## src/rtl/dcpu16_arb.sv

```systemverilog
// dcpu16_arb: two-master (f, g) to one-slave memory bus arbiter.
// Masters are served round-robin, one transaction at a time. The slave ack and
// read data go straight back to the owner. A watchdog ends transactions the
// slave never acknowledges and raises a sticky tmo flag.
//
// Handshake: a master raises x_stb with adr/wre/dto stable and holds it until
// it sees x_ack=1. That ack cycle is the single cycle in which the transfer
// completes and x_dti is valid. Dropping x_stb before the ack aborts the
// request. A stb still high in the cycle after the ack is a new request.
// The slave side follows the same rules on m_stb/m_ack.
module dcpu16_arb #(
    parameter int unsigned TMO = 255
) (
    input  logic        clk,
    input  logic        rst,
    input  logic [15:0] f_adr,
    input  logic        f_stb,
    input  logic        f_wre,
    input  logic [15:0] f_dto,
    output logic [15:0] f_dti,
    output logic        f_ack,
    input  logic [15:0] g_adr,
    input  logic        g_stb,
    input  logic        g_wre,
    input  logic [15:0] g_dto,
    output logic [15:0] g_dti,
    output logic        g_ack,
    output logic [15:0] m_adr,
    output logic        m_stb,
    output logic        m_wre,
    output logic [15:0] m_dto,
    input  logic [15:0] m_dti,
    input  logic        m_ack,
    output logic [1:0]  gnt,
    output logic        tmo,
    input  logic        tmo_clr
);

    typedef enum logic [1:0] {
        IDLE = 2'd0,
        BUSF = 2'd1,
        BUSG = 2'd2
    } state_t;

    localparam logic [7:0] TMO_CNT = 8'(TMO);

    state_t     state;
    logic       last;      // last-served master: 0 = f, 1 = g
    logic [7:0] cnt;       // cycles of the current ownership without an ack
    logic       own_stb;
    logic       wd;        // watchdog fires this cycle

    // gnt is a direct view of the FSM state, so it doubles as the state probe.
    assign gnt = {state == BUSG, state == BUSF};

    // Owner's strobe and the watchdog condition. A real ack in the limit
    // cycle wins, and a dropped strobe is an abort rather than a timeout.
    always_comb begin
        own_stb = 1'b0;
        if (state == BUSF) begin
            own_stb = f_stb;
        end else if (state == BUSG) begin
            own_stb = g_stb;
        end
        wd = (state != IDLE) && own_stb && (cnt == TMO_CNT) && !m_ack;
    end

    // Arbitration FSM, round-robin pointer, watchdog counter and sticky flag.
    always_ff @(posedge clk) begin
        if (rst) begin
            state <= IDLE;
            last  <= 1'b1;
            cnt   <= 8'd0;
            tmo   <= 1'b0;
        end else begin
            if (wd) begin
                tmo <= 1'b1;
            end else if (tmo_clr) begin
                tmo <= 1'b0;
            end
            case (state)
                IDLE: begin
                    cnt <= 8'd0;
                    if (f_stb && (!g_stb || last)) begin
                        state <= BUSF;
                    end else if (g_stb) begin
                        state <= BUSG;
                    end
                end
                BUSF: begin
                    if (m_ack || wd) begin
                        last  <= 1'b0;
                        cnt   <= 8'd0;
                        state <= g_stb ? BUSG : IDLE;
                    end else if (!f_stb) begin
                        cnt   <= 8'd0;
                        state <= IDLE;
                    end else begin
                        cnt <= cnt + 8'd1;
                    end
                end
                BUSG: begin
                    if (m_ack || wd) begin
                        last  <= 1'b1;
                        cnt   <= 8'd0;
                        state <= f_stb ? BUSF : IDLE;
                    end else if (!g_stb) begin
                        cnt   <= 8'd0;
                        state <= IDLE;
                    end else begin
                        cnt <= cnt + 8'd1;
                    end
                end
                default: begin
                    cnt   <= 8'd0;
                    state <= IDLE;
                end
            endcase
        end
    end

    // Bus mux: the owner drives the slave and receives the ack; the watchdog
    // supplies a fake ack with zero data and withdraws the slave strobe.
    always_comb begin
        m_adr = 16'h0000;
        m_stb = 1'b0;
        m_wre = 1'b0;
        m_dto = 16'h0000;
        f_ack = 1'b0;
        g_ack = 1'b0;
        f_dti = m_dti;
        g_dti = m_dti;
        case (state)
            BUSF: begin
                m_adr = f_adr;
                m_wre = f_wre;
                m_dto = f_dto;
                m_stb = f_stb && !wd;
                f_ack = m_ack || wd;
                if (wd) begin
                    f_dti = 16'h0000;
                end
            end
            BUSG: begin
                m_adr = g_adr;
                m_wre = g_wre;
                m_dto = g_dto;
                m_stb = g_stb && !wd;
                g_ack = m_ack || wd;
                if (wd) begin
                    g_dti = 16'h0000;
                end
            end
            default: begin
            end
        endcase
    end

endmodule

```

## config.mk

```make
export PLATFORM = sky130hd
export DESIGN_NAME = dcpu16_arb
export DESIGN_NICKNAME = d
export VERILOG_FILES = /design/src/rtl/dcpu16_arb.sv
export SDC_FILE = /design/constraint.sdc
export NUM_CORES = 1
export LEC_CHECK = 0
export CAP_MARGIN = 30
export CORE_MARGIN = 2
export CORE_UTILIZATION = 28
export DETAILED_ROUTE_END_ITERATION = 12
export HOLD_SLACK_MARGIN = 0.12
export PLACE_DENSITY = 0.93
export SLEW_MARGIN = 15
export SYNTH_ARGS = -nofsm -noshare
export SYNTH_HDL_FRONTEND = slang
export SYNTH_SLANG_ARGS = --single-unit
export TNS_END_PERCENT = 100
```

## constraint.sdc

```tcl
create_clock -name clk -period 3.2 [get_ports clk]
set_clock_uncertainty 0.2 [all_clocks]
set_input_delay 0.64 -clock clk [delete_from_list [all_inputs] [get_ports clk]]
set_output_delay 0.64 -clock clk [all_outputs]
set_load 0.01 [all_outputs]
```

Yosys cells after proc, flatten, opt, wreduce, memory -nomap -nowiden
Cells that the tools add are included.
{"block": "totals", "inputBits": 88, "word_cells": 60, "out_inout_bits": 71, "register_bits": 12}
{"block": "op_classes", "add_sub_neg": 1, "muxes": 30, "n_reduce_logical": 17, "n_eq_ne": 8}
{"operator": "case mux 16 bit (2 select lines)", "count": 2}
{"operator": "2-to-1 mux 16 bit", "count": 3}
{"operator": "2-to-1 mux 8 bit", "count": 4}
{"operator": "case mux 8 bit (2 select lines)", "count": 1}
{"operator": "2-to-1 mux 2 bit", "count": 7}
{"operator": "2-to-1 mux 1 bit", "count": 9}
{"operator": "adder 8 x 1 -> 8 bit (second input constant)", "count": 1}
{"operator": "== test 8 bit (second input constant)", "count": 1}
{"operator": "logical AND 1 bit", "count": 6}
{"operator": "!= test 3 x 2 -> 1 bit (second input constant)", "count": 2}
{"operator": "case mux 1 bit (2 select lines)", "count": 3}
{"operator": "case mux 2 bit (3 select lines)", "count": 1}
{"operator": "AND reduction 3 bit", "count": 2}
{"operator": "nonzero test 2 bit", "count": 3}
{"operator": "!= test 2 x 1 -> 1 bit (second input constant)", "count": 2}
{"operator": "zero test 1 bit", "count": 3}
{"operator": "!= test 3 bit (second input constant)", "count": 1}
{"operator": "== test 2 x 1 -> 1 bit (second input constant)", "count": 1}
{"operator": "== test 2 bit (second input constant)", "count": 1}
{"operator": "zero test 2 bit", "count": 1}
{"operator": "logical OR 1 bit", "count": 2}

Longest topological paths before layout
{"block": "logic_depth", "ltp_word": 9, "depth_mapped": 8, "ltp_nobuf": 7}

Worst setup path after synthesis
OpenSTA, ideal clock, no wires.
{"block": "synth_timing", "path_type": "reg-to-output", "start": "reg state[1]", "end": "out f_dti[10]", "path_stages_with_launch": 9, "required_time_ns": 2.360, "path_slack_ns": 0.459, "arrival_time_ns": 1.901, "path_buffers": 1, "cell_sequence": "dfxtp_1 inv_1 ha_1 nor2b_1 or4_4 nor3_4 nand2_2 buf_6 and2_1"}
{"block": "synth_via", "word_cells_on_any_way": 10, "cone_classes": "eq/ne: 2; mux: 4; reduce/logical: 4"}
{"element": "start: declaration", "line": "47", "source": "state_t state;"}
{"element": "start signal: assignment", "line": "94", "source": "state <= g_stb ? BUSG : IDLE;"}
{"element": "start signal: assignment", "line": "106", "source": "state <= f_stb ? BUSF : IDLE;"}
{"element": "== test 2 x 1 -> 1 bit *"}
{"element": "via gnt[0]", "line": "34", "source": "output logic [1:0] gnt,"}
{"element": "2-to-1 mux 1 bit", "line": "60", "source": "if (state == BUSF) begin"}
{"element": "logical AND 1 bit (3 in a row)", "line": "65", "source": "wd = (state != IDLE) && own_stb && (cnt == TMO_CNT) && !m_ack;"}
{"element": "2-to-1 mux 16 bit", "line": "140", "source": "if (wd) begin"}
{"element": "2-to-1 mux 16 bit *", "line": "133", "source": "case (state)"}
{"element": "end: declaration", "line": "20", "source": "output logic [15:0] f_dti,"}
The timed path passes the listed nets; every way through them passes the cells marked *.

Final worst setup path
{"block": "layout_timing", "start": "in g_stb", "end": "out m_stb"}
{"block": "layout_via", "elab_chain_len": 8, "word_cells_on_any_way": 9, "cone_classes": "mux: 3; reduce/logical: 6"}
{"element": "start: declaration", "line": "23", "source": "input logic g_stb,"}
{"element": "2-to-1 mux 1 bit", "line": "62", "source": "end else if (state == BUSG) begin"}
{"element": "2-to-1 mux 1 bit", "line": "60"}
{"element": "logical AND 1 bit (3 in a row)", "line": "65"}
{"element": "zero test 1 bit", "line": "138, 148"}
{"element": "logical AND 1 bit, on equally long branches", "line": "148, 138"}
{"element": "case mux 1 bit (2 select lines) *", "line": "133"}
{"element": "end: declaration", "line": "29", "source": "output logic m_stb,"}
Mark *: on every way between the ends. The rest lies on a longest branch, timed or not.

==> impl_metrics.tcl <==
set metrics [dict create \
    status "completed" \
    hpwl_um 4910 \
    syn-cell-area_um2 1410 \
    drtAntennaViolNets 0 \
    grt_overflow 0 \
    slowest_stage "clkdlybuf4s50_1" \
    htree_levels 1 \
    finalSetupViolations 0 \
    slew_viol_final 0 \
    hold_viol 0 \
    ys.warnings.count 0 \
    ys_ff_latch 12 \
    synth_top_area_cell "a22oi_1" \
    syn_inst 192 \
    syn2layout_area_growth_pct 136 \
    viasPerCell 4.76 \
    detail_route.wirelength_um 6620 \
    wl_per_cell_um 15.6 \
    path_clk_slew_ps 60 \
    initial_utilization_pct 29.5 \
    grt_pass1_vias 1881 \
    die_h_um 75.0 \
    grt_pass1_wl_um 9270 \
    end_kind "output pin" \
    syn_area_per_cell_um2 7.36 \
    synth-edff-count 0 \
    portBuffers 158 \
    routabilityCongestion 0.803 \
    p_leak_nw 1.22 \
    synth_area_leaders "a22oi_1 (19%), dfxtp_1 (17%), nor2b_1 (16%), and2_1 (15%), ha_1 (4.4%)" \
    drive_gt1_share_pct 26.8 \
    cts_tree "built" \
    critical_path_class "in2out" \
    grt_usage_pct 21.6 \
    ir_worst_vdd_v 0.000302 \
    hold_path_class "reg2reg" \
    crit_path_start_kind "input pin" \
    path_common_cell "buf_4" \
    route.vias.total 2025 \
    use_met2_pct 41.7 \
    required_ps 2360 \
    ios 159 \
    rsz0062_at_grt "false" \
    cp_num_buf_inv 5 \
    first_pass_iters 4 \
    min_period_over_period_pct 97.0 \
    cap_violations 0 \
    crit_family "buffers and inverters" \
    cts_buffer_depth 2 \
    crit_fanout 5 \
    worstMarginPinSlew_ps 366 \
    grtUsageMet3_pct 4.15 \
    cts_num_sinks 12 \
    ys_seq_area_share_pct 17.0 \
    grt_max_degree 41 \
    whs_ps 269 \
    max_stage_delay_ps 430 \
    drc 0 \
    antenna_cells 0 \
    post-route-min-period_ps 3100 \
    grt_util_met1_pct 23.2 \
    fp.coreArea_um2 4790 \
    drt_first_iter_violations 95 \
    yosysMostFrequentCell "nor2b_1" \
    slew_headroom_pct 75.6 \
    yosys.area.top_type_share_pct 18.6 \
    rows 25 \
    power_density_nw_per_um2 296 \
    yosys-top-cells-count "nor2b_1 (36), a22oi_1 (35), and2_1 (34)" \
    worst_skew_pair.late_latency_ps 250 \
    syn-num-nets 285 \
    place_inst 418 \
    numCtsBuffers 3 \
    final_cells 425 \
    die-area_um2 5630 \
    ctsRootBufferMaster "clkbuf_8" \
    final_nets 452 \
    synth-main-ff-cell "dfxtp_1" \
    async_reset_ff_share_pct 0 \
    critical_path.cell_chain "clkdlybuf4s50_1, a22oi_1, buf_4, nor3_4, buf_12, buf_4, nor3b_1, clkdlybuf4s15_1" \
    critPathArrivalTime_ps 2260 \
    top_usage_layer "met2" \
    cts_hold_buf 0 \
    grt_antenna_before_repair 0 \
    fmax_mhz 322 \
    netlist-cell-type-count 32 \
    die_w_um 75.0 \
]
==> metrics by stage <==
step / setup slack, ps / total power [W] / instance area [um2] / util (%) / TNS [ps]
3_5_place_dp: -406 / 0.000792 / 3130 / 65.5 / -13450
5_1_grt: 11.2 / 0.00104 / 3340 / 69.8 / 0
4_1_cts: 1.60 / 0.000984 / 3330 / 69.6 / 0
3_3_place_gp: -392 / 0.000778 / 3130 / 65.5 / -12690
6_report: 96.5 / 0.000988 / 3340 / 69.8 / 0
2_1_floorplan: 459 / 0.000456 / 1410 / - / 0
==> placed cells by master (no fill, tap or decap), types with 2 or more instances in the layout <==
cell and n:
clkdlybuf4s50_1 122, nor2b_1 36, a22oi_1 35, and2_4 31, clkdlybuf4s15_2 23, nor2_1 14, buf_4 12, dfxtp_1 10
buf_2 9, inv_1 5, nand2_1 4, nand2_8 4, xnor2_1 4, clkbuf_8 4, and2_1 3, nand3_1 3
nand2b_1 3, o21ai_0 3, ha_1 3, mux2i_1 2, xor2_1 2, a21o_1 2, ha_2 2, clkbuf_2 2
buf_6 2, buf_12 2, dfxtp_2 2
==> layout make-up <==
cell class / instances / area [um2]
clock buffers: 4 / 55.1
fillers: 355 / 1450
multi-input cells: 163 / 1230
well taps: 67 / 83.8
inverters: 5 / 18.8
flip-flops and latches: 12 / 243
repair buffers: 174 / 1710
==> logic make-up (layout without fill, tap and decap cells) <==
| group | Yosys count | after routing | synth area share [%] |
|---|---|---|---|
| mux | 2 | 2 | 1.42 |
| xor+xnor | 6 | 6 | 3.72 |
| flops | 12 | 12 | 17.0 |
| buf+inv | 19 | 183 | 6.29 |
| compound gates | 45 | 45 | 23.3 |
| simple gates | 103 | 105 | 43.8 |
| fa+ha+maj | 5 | 5 | 4.43 |
==> worst paths after layout <==
path | from | endpoint | slack (ps) | cells past startpoint
max | g_stb | m_stb | 100 | 8
min | cnt[0] | cnt[0] | 270 | 1
max reg2reg | state[1] | last | 1030 | 9
min reg2reg | cnt[0] | cnt[0] | 270 | 1
==> report_power, final <==
group          total, W  internal, W  leakage (nW)  switching, W
sequential     0.000166     0.000159        0.0980    0.00000655
combinational  0.000650     0.000380          1.09      0.000270
clock          0.000172     0.000109        0.0288     0.0000631
total          0.000988     0.000649          1.22      0.000339
==> timing repair <==
| action | 4_1_cts | 5_1_grt |
|---|---|---|
| cloned | 2 | 0 |
| endpoints found under the setup margin | 35 | 37 |
| setup buffers | 1 | 0 |
| gates resized for setup | 148 | 10 |
| pin swaps | 34 | 2 |
==> worst reg2reg max path, stage by stage (launching register included) <==
cell,delay (ps)
dfxtp_2,330
inv_1,60
ha_2,180
nor2b_1,130
or4_4,500
buf_4,170
o21bai_1,120
buf_4,150
o21ai_0,80
a21o_1,160
==> registers in the layout, summed over array words and instances (netlist names) <==
signal / flops
last: 1
cnt: 8
tmo: 1
state: 2
==> layer usage <==
metal  routed length, um  vias up
met1                2440      942
li1                    -      996
met4                 122        0
met3                 458       13
met2                3600       74
met5                   0        -
Note: power is estimated with default switching activity, not from simulation.
